**src/rtl/pipe_reg_gen.sv**
```systemverilog
// Parameterised pipeline register chain with stall/bubble/flush handling,
// valid tracking, registered occupancy and a saturating bubble counter.
module pipe_reg_gen #(
  parameter int DATA_W = 106,
  parameter int DEPTH  = 1,
  parameter int STAGE  = 4
) (
  input  logic              clk,
  input  logic              rst,
  input  logic [5:0]        stall,
  input  logic              flush,
  input  logic              in_valid,
  input  logic [DATA_W-1:0] in_data,
  output logic              out_valid,
  output logic [DATA_W-1:0] out_data,
  output logic [2:0]        occupancy,
  output logic [15:0]       bubble_cnt
);

  typedef enum logic [1:0] {
    ACT_HOLD    = 2'd0,
    ACT_FLUSH   = 2'd1,
    ACT_BUBBLE  = 2'd2,
    ACT_ADVANCE = 2'd3
  } act_e;

  localparam logic [DATA_W-1:0] ZERO_DATA = {DATA_W{1'b0}};

  logic [DEPTH-1:0]  valid_q, valid_d;
  logic [DATA_W-1:0] data_q [DEPTH];
  logic [DATA_W-1:0] data_d [DEPTH];
  logic [2:0]        occ_q, occ_d;
  logic [15:0]       bubble_cnt_q, bubble_cnt_d;
  logic              up_s, dn_s;
  act_e              act_s;
  logic              stall_unused_s;

  function automatic logic [2:0] popcount(input logic [DEPTH-1:0] v);
    logic [2:0] c;
    c = 3'd0;
    for (int i = 0; i < DEPTH; i++) begin
      c = c + {2'b00, v[i]};
    end
    return c;
  endfunction

  assign up_s           = stall[STAGE];
  assign dn_s           = stall[STAGE+1];
  // Only this stage's two stall bits matter; the rest are deliberately ignored.
  assign stall_unused_s = ^stall;

  // Per-cycle action select; flush outranks every stall combination.
  always_comb begin
    act_s = ACT_HOLD;
    if (flush) begin
      act_s = ACT_FLUSH;
    end else if (up_s && !dn_s) begin
      act_s = ACT_BUBBLE;
    end else if (!up_s) begin
      act_s = ACT_ADVANCE;
    end else begin
      act_s = ACT_HOLD;
    end
  end

  // Next-state for the chain, occupancy and bubble counter.
  always_comb begin
    valid_d      = valid_q;
    data_d       = data_q;
    bubble_cnt_d = bubble_cnt_q;
    case (act_s)
      ACT_FLUSH: begin
        for (int i = 0; i < DEPTH; i++) begin
          valid_d[i] = 1'b0;
          data_d[i]  = ZERO_DATA;
        end
      end
      ACT_BUBBLE: begin
        for (int i = 1; i < DEPTH; i++) begin
          valid_d[i] = valid_q[i-1];
          data_d[i]  = data_q[i-1];
        end
        valid_d[0] = 1'b0;
        data_d[0]  = ZERO_DATA;
        if (bubble_cnt_q != 16'hFFFF) begin
          bubble_cnt_d = bubble_cnt_q + 16'd1;
        end else begin
          bubble_cnt_d = bubble_cnt_q;
        end
      end
      ACT_ADVANCE: begin
        for (int i = 1; i < DEPTH; i++) begin
          valid_d[i] = valid_q[i-1];
          data_d[i]  = data_q[i-1];
        end
        valid_d[0] = in_valid;
        // Invalid entries are zeroed so no stale payload travels down the chain.
        data_d[0]  = in_valid ? in_data : ZERO_DATA;
      end
      default: begin
        valid_d = valid_q;
      end
    endcase
    occ_d = popcount(valid_d);
  end

  // State registers with synchronous reset overriding flush and stall.
  always_ff @(posedge clk) begin
    if (rst) begin
      valid_q      <= {DEPTH{1'b0}};
      occ_q        <= 3'd0;
      bubble_cnt_q <= 16'd0;
      for (int i = 0; i < DEPTH; i++) begin
        data_q[i] <= ZERO_DATA;
      end
    end else begin
      valid_q      <= valid_d;
      occ_q        <= occ_d;
      bubble_cnt_q <= bubble_cnt_d;
      data_q       <= data_d;
    end
  end

  assign out_valid  = valid_q[DEPTH-1];
  assign out_data   = data_q[DEPTH-1];
  assign occupancy  = occ_q;
  assign bubble_cnt = bubble_cnt_q;

endmodule

```
**config.mk**
```make
export PLATFORM = sky130hd
export DESIGN_NAME = pipe_reg_gen
export DESIGN_NICKNAME = d
export VERILOG_FILES = /design/src/rtl/pipe_reg_gen.sv
export SDC_FILE = /design/constraint.sdc
export NUM_CORES = 1
export LEC_CHECK = 0
export ABC_AREA = 1
export BUFFER_PORTS_ARGS = -buffer_cell sky130_fd_sc_hd__buf_2
export CAP_MARGIN = 20
export CORE_ASPECT_RATIO = 1.4
export CORE_MARGIN = 2
export CORE_UTILIZATION = 30
export DETAILED_ROUTE_END_ITERATION = 8
export SETUP_SLACK_MARGIN = 0.02
export SYNTH_ARGS = -nofsm -noshare
export SYNTH_HDL_FRONTEND = slang
export SYNTH_SLANG_ARGS = --single-unit
```
**constraint.sdc**
```tcl
create_clock -name clk -period 2.1 [get_ports clk]
set_clock_uncertainty 0.05 [all_clocks]
set_input_delay 0.105 -clock clk [delete_from_list [all_inputs] [get_ports clk]]
set_output_delay 0.105 -clock clk [all_outputs]
set_load 0.02 [all_outputs]
```
Word-level counts from Yosys, hierarchy flattened:

Index checks and enable logic that the tools add are counted.

* latch bits: 0
* register bits after elaboration: 125
* ROM bits: 0
* word-level logic and storage cells: 20
* memories: 0
* memory bits (writable): 0

* $mul: 0
* bitwise gates (word level): 0
* add/subtract/negate cells: 1
* shift-type cells: 0
* equality and inequality tests: 4
* order comparisons: 0
* reductions and logical operators: 5
* divide/modulo/power cells: 0
* mux-type cells: 6

Operators with widths (count)
* $pmux 106 s2: 1
* $mux 106: 1
* $add 16x1->16 const B: 1
* $ne 16x16->1 const B: 1
* $mux 2: 3
* $eq 2x2->1 const B: 2
* $eq 2x1->1 const B: 1
* $pmux 1 s2: 1
* $reduce_and 2->1: 1
* $reduce_bool 2->1: 1
* $reduce_or 2->1: 1
* $logic_and 1x1->1: 1
* $logic_not 1->1: 1

Longest topological paths before layout:

* word-level depth: 7
* depth in mapped cells: 10
* depth with buffers taken out: 10

Worst setup path after synthesis:

OpenSTA, ideal clock, no wires.

* path kind: register to register
* start: reg bubble_cnt_q[1] (netlist: bubble_cnt[1])
* end: reg bubble_cnt_q[7] (netlist: bubble_cnt[7])
* data arrival time: 1.513 ns
* data required time: 1.935 ns
* path buffers: 1
* cell stages (with the launch flop): 8
* period minus slack after synthesis: 1.678 ns
* slack: 0.422 ns
* cells stage by stage: dfxtp_1 > ha_1 > nand2_1 > nor2_2 > nand4_2 > buf_6 > a21oi_1 > nor2_1

* word-level cells in the longest chain between the ends: 2
* elaborated cells between the ends (all ways): 3
* those cells by class: 1 x add/sub; 1 x eq/ne; 1 x reduce/logical

Ends and longest elaborated chain
* start: declaration: line 33 `logic [15:0] bubble_cnt_q, bubble_cnt_d;`
* start signal: assignment: line 119 `bubble_cnt_q <= bubble_cnt_d;`
* parallel branches: the longest is 2 deep, another holds $add 16x1->16

Several ways; the timed one is not identified.
A chain may end at the register's enable or synchronous reset.

Final worst setup path:

* start: reg bubble_cnt_q[0] (netlist: bubble_cnt[0])
* end: reg bubble_cnt_q[14] (netlist: bubble_cnt[14])

Same word-level chain as after synthesis.

==> impl_results.md <==
* Status: finished clean
* Hold crit path type: input port to flip-flop
* CTS Buf Count at 17
* Post-Syn Instances at 622
* Maximum fanout along the worst path at 18
* Core area at 0.0150 mm^2
* Minimum clock period at 1.78 ns
* Nets at 1069
* Most frequent cells after synthesis: 251 x nand2_1, 123 x dfxtp_1, 120 x a21oi_1
* Switching Fraction at 22.2%
* Post_cts resized at 0
* Slowest Stage Delay on Critical Path at approximately 0.42 ns
* MaxCap Viol Count at 0
* Combinational share of power at 8.5%
* Vias/cell at 4.48
* YS warnings at 0
* Vias in the first global route at just under 5000
* Fin. max-slew vios at 0
* Net Switching at 1390 uW
* Clock buffer depth at 2
* Worst path slowest cell: nand4_2
* Clock share of power at 53.4%
* Max frequency at 563 MHz
* Leakage at 0.00342 uW
* Port Buf Inserts at between 200 and 250
* Crit. End Element: flip-flop
* Post-DP HPWL at 9300 um
* Clk_lat worst skew at 0.41 ns
* CP required at ~2.4 ns
* Die width at 109 um
* Final hold viol count at 0
* Number of setup buffers added after CTS at 0
* Final Power at 6270 uW
* Pint at 4880 uW
* DRC at 0
* Synth area leader: dfxtp_1
* Largest net degree at the start of global routing at 60
* Row cnt at 53
* Clock Sinks at between 100 and 150
* Worst setup SP type: flip-flop
* Sequential Power Share at between 30% and 40%
* DIE AREA at ~0.016 mm^2
* Global-route usage over all layers at 18.2%
* Ys async rst share at 0%
* Clock Pin Slew Worst Setup and Hold Paths at 0.06 ns
* Via count at 5187
* Starting Density at 30.7%
* Total negative slack at 0 ns
* Routed WL at between 15000 and 20000 um
* Top post-synthesis cells by area: dfxtp_1 54%, nand2_1 20%, a21oi_1 13%
* Peak VDD IR at ~0.43 mV
* Post-synthesis cell area at about 0.0046 mm^2
* Most common cell in the netlist: nand2_1
* Drt first-iter violations at 217
* CTS tree: done
* Wire length of the first global-routing pass at 23600 um
* Worst Path Arrival at 2.03 ns
* Antenna violation net count after detailed routing at 0
* WHS at 0.0350 ns
* Number of I/O pins at 242
* Root buffer cell: clkbuf_16
* Design area at 0.00768 mm^2
* EDFF count, synth at 0
* Synth cell types at 21
* CTS Hold Buffers Added at roughly 110
* Worst setup path class: flip-flop to flip-flop
* Initial antenna violation count at 1
* CTS H-tree depth at 4
* RSZ-0062 raised after global routing: false
* Sequential fraction of the synthesis area at 53.5%
* Worst-path cell chain: ha_1 -> nand2_1 -> nor2_2 -> nand4_2 -> a21oi_1 -> nor2_1
* Post-synth top area share at 53.5%
* Layout cell share with drive strength beyond 1 at 29.0%
* Post-synth top flop: dfxtp_1
* Syn avg cell area at around 7.4 um^2
* Worst-Margin Slew at 0.508 ns
* Period utilization at a little over four fifths
* Die Height at 151 um
* Max_slew headroom at 66.1%
* Synth-to-layout area growth at 67.0%
* Post-synthesis sequential element count at 123
* Drt pass-1 iters at 4
* Endpoints failing setup at 0
* PwrDens at 817 mW/mm^2
* WL/cell at 13.0 um
* GRT overflow at 0
* Area after DPL at roughly 0.006 mm^2
* GPL Wtd Cong at about 0.80
[final timing paths]
kind / from / to / slack [ns] / cells past startpoint
setup / recovery: bubble_cnt[0] / bubble_cnt[14] / 0.32 / 6
hold / removal: stall[4] / occupancy[0] / 0.03 / 4
setup reg to reg: bubble_cnt[0] / bubble_cnt[14] / 0.32 / 6
hold reg to reg: out_data[25] / out_data[25] / 0.41 / 2
[power by group through the flow]
stage	Sequential [uW]	Clock (uW)	Combinational, uW
2_1_floorplan	2490	0	139
3_3_place_gp	2440	0	373
3_5_place_dp	2440	0	373
4_1_cts	2390	3420	531
5_1_grt	2400	3530	579
6_report	2390	3350	532
[metal layers]
| layer | global-route usage (%) | up-vias | wire, um | share of wire, % |
|---|---|---|---|---|
| li1 | - | 2653 | - | - |
| met1 | 20.0 | 2341 | 6040 | 40 |
| met2 | 32.4 | 165 | 7750 | 52 |
| met3 | 4.85 | 28 | 852 | 5.7 |
| met4 | 8.27 | 0 | 389 | 2.6 |
| met5 | 0 | - | 0 | 0 |
[registers in the layout, summed over array words and instances, names as in the netlist]
register / flops
out_data: 106
bubble_cnt: 16
occupancy: 1
[kinds of logic (layout without fill, tap and decap cells)]
group,Yosys count,after routing,synth area share (%)
AO/OA/AOI/OAI,121,121,13.2
flip-flops,123,123,53.5
AND/OR/NAND/NOR,320,320,27.6
other,1,3,0.0815
adder cells (fa/ha/maj),1,1,0.272
buffers and inverters,56,398,5.33
[cell type report]
cell class / instances / area, um^2
Fill cell: 1462 / 7310
Sequential cell: 123 / 2460
Timing Repair Buffer: 349 / 2340
Multi-Input combinational cell: 444 / 1900
Clock buffer: 18 / 429
Clock inverter: 14 / 245
Tap cell: 192 / 240
Inverter: 17 / 65.1
Antenna cell: 1 / 2.50
[stage by stage]
step / worst slack [ns] / cells / utilization [%]
2_1_floorplan: 0.422 / 623 / -
3_3_place_gp: 0.377 / 1018 / 39.6
3_5_place_dp: 0.309 / 1018 / 39.6
4_1_cts: 0.296 / 1157 / 51.2
5_1_grt: 0.123 / 1158 / 51.2
6_report: 0.323 / 1158 / 51.2
[worst max-delay path, delay by kind of cell, from the launching register on]
family / cells / cell delay [ns]
adder cells (fa/ha/maj): 1 / 0.18
AND/OR/NAND/NOR: 4 / 0.78
flip-flops: 1 / 0.37
AO/OA/AOI/OAI: 1 / 0.28
[placed cells by master, fill, tap and decap left out, drive strengths merged, types with 8 or more instances in the layout]
cell         instances
inv                 16
dlygate4sd3        107
clkinv               8
a21oi              120
nor2                41
buf                242
nand2              252
dfxtp              123
clkbuf              18
nand3               20
Power figures use the tool's default switching activity.
